<file path="src/rtl/rat_intc.sv">
// Interrupt controller for the RAT control unit: edge-detected, masked, fixed-priority requests
// with an int_ack handshake. Define RAT_INTC_SYNC_EN to add a 2-flop synchronizer on irq_in.
module rat_intc #(
    parameter int unsigned N_SRC   = 8,
    parameter logic [7:0]  BASE_ID = 8'h30,
    parameter int unsigned HOLDOFF = 2
) (
    input  logic             clk,
    input  logic             reset,
    input  logic [N_SRC-1:0] irq_in,
    input  logic             int_ack,
    input  logic [7:0]       port_id,
    input  logic [7:0]       out_port,
    input  logic             io_strb,
    output logic [7:0]       in_port,
    output logic             in_sel,
    output logic             interrupt
);

    localparam logic [7:0] PEND_ID   = BASE_ID + 8'd1;
    localparam logic [7:0] CAUSE_ID  = BASE_ID + 8'd2;
    localparam logic [2:0] HOLD_LOAD = 3'(HOLDOFF);

    typedef enum logic [1:0] {StIdle, StReq, StHold} state_e;

    state_e           state_q, state_d;
    logic [2:0]       cnt_q, cnt_d;
    logic [N_SRC-1:0] mask_q, mask_d;
    logic [N_SRC-1:0] pending_q, pending_d;
    logic [7:0]       cause_q, cause_d;
    logic [N_SRC-1:0] irq_prev_q;
    logic [N_SRC-1:0] irq_s;
    logic [N_SRC-1:0] rise;
    logic [N_SRC-1:0] act;
    logic [N_SRC-1:0] sel_bit;
    logic [N_SRC-1:0] clr;
    logic [2:0]       sel;
    logic             any;
    logic             take;
    logic             wr_mask;
    logic             wr_pend;

`ifdef RAT_INTC_SYNC_EN
    logic [N_SRC-1:0] sync1_q, sync2_q;

    always_ff @(posedge clk) begin
        if (reset) begin
            sync1_q <= '0;
            sync2_q <= '0;
        end else begin
            sync1_q <= irq_in;
            sync2_q <= sync1_q;
        end
    end

    assign irq_s = sync2_q;
`else
    assign irq_s = irq_in;
`endif

    assign rise    = irq_s & ~irq_prev_q;
    assign act     = pending_q & mask_q;
    assign any     = |act;
    assign wr_mask = io_strb && (port_id == BASE_ID);
    assign wr_pend = io_strb && (port_id == PEND_ID);

    // Descending scan so the lowest active index is the one left standing.
    always_comb begin
        sel     = '0;
        sel_bit = '0;
        for (int i = N_SRC - 1; i >= 0; i--) begin
            if (act[i]) begin
                sel        = 3'(i);
                sel_bit    = '0;
                sel_bit[i] = 1'b1;
            end
        end
    end

    always_comb begin
        state_d = state_q;
        cnt_d   = cnt_q;
        take    = 1'b0;
        unique case (state_q)
            StIdle: begin
                if (any) state_d = StReq;
            end
            StReq: begin
                if (!any) begin
                    state_d = StIdle;
                end else if (int_ack) begin
                    take    = 1'b1;
                    cnt_d   = HOLD_LOAD;
                    state_d = StHold;
                end
            end
            StHold: begin
                if (cnt_q <= 3'd1) begin
                    cnt_d   = '0;
                    state_d = StIdle;
                end else begin
                    cnt_d = cnt_q - 3'd1;
                end
            end
            default: begin
                cnt_d   = '0;
                state_d = StIdle;
            end
        endcase
    end

    // A new edge outranks any clear landing on the same bit in the same cycle.
    always_comb begin
        clr = '0;
        if (wr_pend) clr = clr | out_port[N_SRC-1:0];
        if (take)    clr = clr | sel_bit;
        pending_d = (pending_q & ~clr) | rise;
        mask_d    = wr_mask ? out_port[N_SRC-1:0] : mask_q;
        cause_d   = cause_q;
        if (take) begin
            cause_d = {1'b1, 4'b0000, sel};
        end else if (wr_pend) begin
            cause_d = '0;
        end
    end

    always_ff @(posedge clk) begin
        if (reset) begin
            state_q    <= StIdle;
            cnt_q      <= '0;
            mask_q     <= '0;
            pending_q  <= '0;
            cause_q    <= '0;
            irq_prev_q <= '0;
        end else begin
            state_q    <= state_d;
            cnt_q      <= cnt_d;
            mask_q     <= mask_d;
            pending_q  <= pending_d;
            cause_q    <= cause_d;
            irq_prev_q <= irq_s;
        end
    end

    assign interrupt = (state_q == StReq);

    always_comb begin
        in_port = '0;
        in_sel  = 1'b0;
        if (port_id == BASE_ID) begin
            in_port[N_SRC-1:0] = mask_q;
            in_sel             = 1'b1;
        end else if (port_id == PEND_ID) begin
            in_port[N_SRC-1:0] = pending_q;
            in_sel             = 1'b1;
        end else if (port_id == CAUSE_ID) begin
            in_port = cause_q;
            in_sel  = 1'b1;
        end
    end

endmodule
</file>
<file path="config.mk">
export PLATFORM = sky130hd
export DESIGN_NAME = rat_intc
export DESIGN_NICKNAME = d
export VERILOG_FILES = /design/src/rtl/rat_intc.sv
export SDC_FILE = /design/constraint.sdc
export NUM_CORES = 1
export LEC_CHECK = 0
export ABC_AREA = 1
export CORE_MARGIN = 1.5
export CORE_UTILIZATION = 60
export CTS_BUF_LIST = sky130_fd_sc_hd__clkbuf_16
export DETAILED_ROUTE_END_ITERATION = 8
export DONT_BUFFER_PORTS = 1
export PLACE_DENSITY_LB_ADDON = 0.2
export SLEW_MARGIN = 10
export SYNTH_ARGS = -nofsm -noshare
export SYNTH_HDL_FRONTEND = slang
export SYNTH_SLANG_ARGS = --single-unit
</file>
<file path="constraint.sdc">
create_clock -name clk -period 2.48 [get_ports clk]
set_input_delay 0.62 -clock clk [delete_from_list [all_inputs] [get_ports clk]]
set_output_delay 0.62 -clock clk [all_outputs]
set_load 0.02 [all_outputs]
</file>
Word level (Yosys, flattened, before mapping)
Index checks and enable logic that the tools add are counted.
{ "word_totals": {"regBits": 33, "in_bits": 28, "output_inout_bits": 10, "elab_cells": 71} }
{ "op_classes": {"add_sub_neg": 1, "order_cmp": 1, "n_eq_ne": 10, "mux": 38, "bitwise": 8, "n_reduce_logical": 7} }
{ "ops": {"columns": ["operator", "count"], "rows": [
  ["8-bit 2-to-1 mux", 15],
  ["3-bit 2-to-1 mux", 11],
  ["8-bit bitwise AND", 3],
  ["8-bit by 6-bit == test with 1-bit output (second input constant)", 3],
  ["8-bit inverter", 2],
  ["8-bit OR", 2],
  ["3-bit case mux with 3 select lines", 1],
  ["2-bit 2-to-1 mux", 4],
  ["8-bit OR reduction", 1],
  ["1-bit 2-to-1 mux", 6],
  ["2-bit != test (second input constant)", 3],
  ["2-bit case mux with 3 select lines", 1],
  ["3-bit AND reduction", 2],
  ["3-bit by 1-bit less-or-equal comparator with 1-bit output (second input constant)", 1],
  ["3-bit != test (second input constant)", 1],
  ["3-bit by 1-bit subtractor with 3-bit output (second input constant)", 1],
  ["2-bit by 1-bit == test with 1-bit output (second input constant)", 1],
  ["2-bit == test (second input constant)", 1],
  ["1-bit logical AND", 2],
  ["2-bit zero test", 1],
  ["2-bit by 1-bit != test with 1-bit output (second input constant)", 1],
  ["2-bit nonzero test", 1],
  ["1-bit inverter", 1]
]} }

Longest topological paths before layout
Gate-level depths: netlist of the first run.
{ "depth": {"depth_word": 14, "ltp_mapped": 10, "mapped_depth_nobuf": 10} }

Least setup slack after synthesis of the first run
Ideal clock, no wire load.
{ "synth_path": {"path_type": "input to output", "from": "input port_id[7]", "to": "output in_port[3]", "arrival_ps": 1626, "required_ps": 1860, "setup_slack_ps": 234, "cell_stages": 5, "n_path_buf": 0, "path_cell_list": "nor2_1 -> nand3_2 -> nor2_1 -> inv_1 -> o21ai_0"} }
{ "synth_via": {"elab_chain_len": 3, "elab_cells_between_ends": 4, "cone_classes": "eq/ne: 2; mux: 2"} }
{ "synth_rtl": {"columns": ["item", "line", "rtl"], "rows": [
  ["start: declaration", "12", "input logic [7:0] port_id,"],
  ["8-bit by 6-bit == test with 1-bit output", "153", "end else if (port_id == PEND_ID) begin"],
  ["8-bit 2-to-1 mux", "153", null],
  ["8-bit 2-to-1 mux *", "150", "if (port_id == BASE_ID) begin"],
  ["end: declaration", "15", "output logic [7:0] in_port,"]
]} }
Every way passes the cells marked *; elsewhere a longest branch is shown, timed or not.

Worst setup path after layout of the first run
{ "layout_path": {"from": "input port_id[7]", "to": "output in_port[7]"} }
{ "layout_via": {"elab_chain_len": 4, "elab_cells_between_ends": 6, "cone_classes": "eq/ne: 3; mux: 3"} }
{ "layout_rtl": {"columns": ["item", "line", "rtl"], "rows": [
  ["8-bit by 6-bit == test with 1-bit output", "156", "end else if (port_id == CAUSE_ID) begin"],
  ["8-bit 2-to-1 mux", "156", null],
  ["8-bit 2-to-1 mux", "153", null],
  ["8-bit 2-to-1 mux *", "150", null]
]} }
Marks and branches as above.

==> metrics, run 1 <==
Synthesis Warnings 0; Clock transition at path regs 0.05 ns; clock sink count 33; share of post-route cells with drive strength above 1 0.107; drc violations 0; HP Start reset; GRT Util Overall 0.267; first-pass GRT wire length 6580 µm; H-Tree Depth 2; Final Skew 0.00478 ns; CP peak stage delay 0.25 ns; setup TNS 0 ns; CP endpoint kind output port; pre-CTS setup slack 0.159 ns; ys flop type dfxtp_1; CTS Root Buffer Type clkbuf_16; Ports 38; EDFF count, synth 0; Slowest-stage cell, CP o211ai_1; CP required 1.86 ns; Tcrit/Tclk final 0.936; final setup fails 0; Synth Net Count 302; fin area 1990 µm²; cell-internal power 1070 µW; Final Slew Violations 0; placed wire-length estimate 2740 µm; max_cap viols 0; area of the multi-input gates 927 µm²; Hold Path Class in -> reg; crit path cell chain nor2_1 -> nand3_2 -> nor2_1 -> inv_1 -> o211ai_1 -> buf_4; post-DR vias/cell 5.29; worst slew pin tran 0.475 ns; largest net degree at the start of global routing 23; DP Area 1830 µm²; Area Growth Syn to Fin 14.2%; Post-CTS Resized 0; Static Leakage 0.000924 µW; Non-Filler Instances 312; RSZ-0062 raised after global routing no; CP most frequent cell nor2_1; Die Height 56.9 µm; clock latency on the worst-skew pair 0.28 ns; WS Path Type in -> out; die area 3240 µm²; final-layout fill cell count 239; I/O Buffers 0; # hold bufs at CTS 0; Nets 314; Synth Instances 269; Netlist cell types 23; CP startpoint port_id[7]; CP arrival 1.70 ns; Comb pwr share 0.082; Placed Cells 305; GR Overflow Total 0; initial antenna violation count 0; startpoint types input pin; FF+latch area 661 µm²; slack of the critical path 0.159 ns; post-route ant nets 0; Tmin final 2.32 ns; buffers inserted by post-CTS timing repair 0; Switching Share 0.222; Cell Area, Synth 1740 µm²; TritonCTS buffer count 5; sequential element share of the synthesized area 0.379; Crit Path Max Fanout 8; fmax 431 MHz; via count 1652; Initial Util 0.632; Total Power 1370 µW; Mean Syn Cell Area 6.48 µm²; Core Area 2760 µm²; Hold Vio Cnt, Final 0; drt wl/cell 12.1 µm; CTS tree done; 1st-iter DRT viols 109; status finished clean; ys async rst share 0; DIE WIDTH 56.9 µm; power share of the sequential group 0.419; beginning of the worst register-to-register path state_q[1]$_SDFFE_PP0P_; synthesized flop and latch total 33; CTS max path bufs 2; vias in the first global route 1529; Worst VDD drop 788 µV; Slew HR 0.681; Detailed Routing Iterations Pass 1 5; n_diodes 0; NetSw 304 µW; clock power share 0.499; final WL 3790 µm; num rows 19; GPL Wtd Cong 0.830; Pwr Density 688 nW/µm²
path summary, 6_finish.rpt:
check | to | slack [ns] | depth (start not counted)
worst max register to register | pending_q[2]$_SDFF_PP0_ | 0.93 | 9
worst min register to register | pending_q[7]$_SDFF_PP0_ | 0.41 | 1
worst max-delay path | in_port[7] | 0.16 | 6
worst min-delay path | irq_prev_q[6]$_SDFF_PP0_ | 0.41 | 1
power groups by stage:
| stage | clock, µW | sequential [µW] | combinational [µW] |
|---|---|---|---|
| floorplan | 0 | 581 | 98.2 |
| global route | 719 | 577 | 133 |
| finish | 684 | 574 | 112 |
| detailed placement | 0 | 585 | 111 |
| CTS | 702 | 574 | 112 |
| global placement | 0 | 584 | 109 |
through the flow:
step | utilization | hold WS [ns]
2_1_floorplan | - | 0.389
3_3_place_gp | 0.664 | 0.396
3_5_place_dp | 0.664 | 0.401
4_1_cts | 0.722 | 0.396
5_1_grt | 0.722 | 0.396
6_report | 0.722 | 0.408
layout make-up:
| type | count | area share |
|---|---|---|
| multi-input combinational | 196 | 0.466 |
| sequential | 33 | 0.332 |
| inverter | 37 | 0.0723 |
| clock buffer | 5 | 0.0629 |
| timing repair buffer | 8 | 0.0302 |
| tap | 31 | 0.0195 |
| clock inverter | 2 | 0.0176 |
critical path: cells and delay by family:
family                 cells  cell delay (ns)
AO/OA/AOI/OAI              1             0.25
buffers and inverters      2             0.37
AND/OR/NAND/NOR            3             0.46
sequential cells by signal, indices dropped and copies added, names as in the netlist:
register and cells:
mask_q 8, cnt_q 3, pending_q 8, state_q 2, irq_prev_q 8, cause_q 4
routing by layer:
metal,wire (µm),part of all wire,vias up,GRT usage
met5,0,0,-,0
met4,56,0.015,0,0.0897
met3,258,0.068,6,0.0991
met2,1710,0.45,45,0.409
met1,1760,0.47,735,0.344
li1,-,-,866,-
cells in the final DEF, fill, tap and decap left out:
cell and count:
o211ai_1 4, o21ai_1 2, nor2_2 1, nand3_2 2, nor3_1 2, bufinv_16 1
clkinv_2 1, nor3_4 1, buf_4 8, inv_2 3, nand3b_1 1, o21ai_0 19
inv_1 32, nand2_1 66, clkinv_4 1, nand2_4 2, nand2_2 4, clkinv_1 1
nand3_1 24, nor2_1 54, a21oi_1 8, clkbuf_16 5, nor2_4 1, ha_1 5
dfxtp_1 33
cells by family (layout without fill, tap and decap cells):
logic type,after synthesis,after routing,synth area share
buffers and inverters,40,52,0.0890
and+or+nand+nor,158,158,0.396
DFF,33,33,0.379
adders and majority gates,5,5,0.0359
AOI/OAI and AO/OA,33,33,0.101
cell usage after synthesis, drive strengths merged (2+ instances only):
library cell   n  share of area
nand2         72           0.17
nor2          56           0.13
inv           35          0.075
dfxtp         33           0.38
nand3         26          0.080
o21ai         21          0.060
a21oi          8          0.023
ha             5          0.036
o211ai         4          0.017
nor3           3          0.015
clkbuf         2         0.0043
clkinv         2         0.0072
(Power assumes the default switching activity.)
==> run 2: changes to the inputs <==
--- a/config.mk
+++ b/config.mk
@@ -12,6 +12,7 @@
 export DETAILED_ROUTE_END_ITERATION = 8
 export DONT_BUFFER_PORTS = 1
 export PLACE_DENSITY_LB_ADDON = 0.2
+export SKIP_CTS_REPAIR_TIMING = 1
 export SLEW_MARGIN = 10
 export SYNTH_ARGS = -nofsm -noshare
 export SYNTH_HDL_FRONTEND = slang
==> results of run 2 <==
The final DEF is identical to that of run 1; final timing and power are the same.
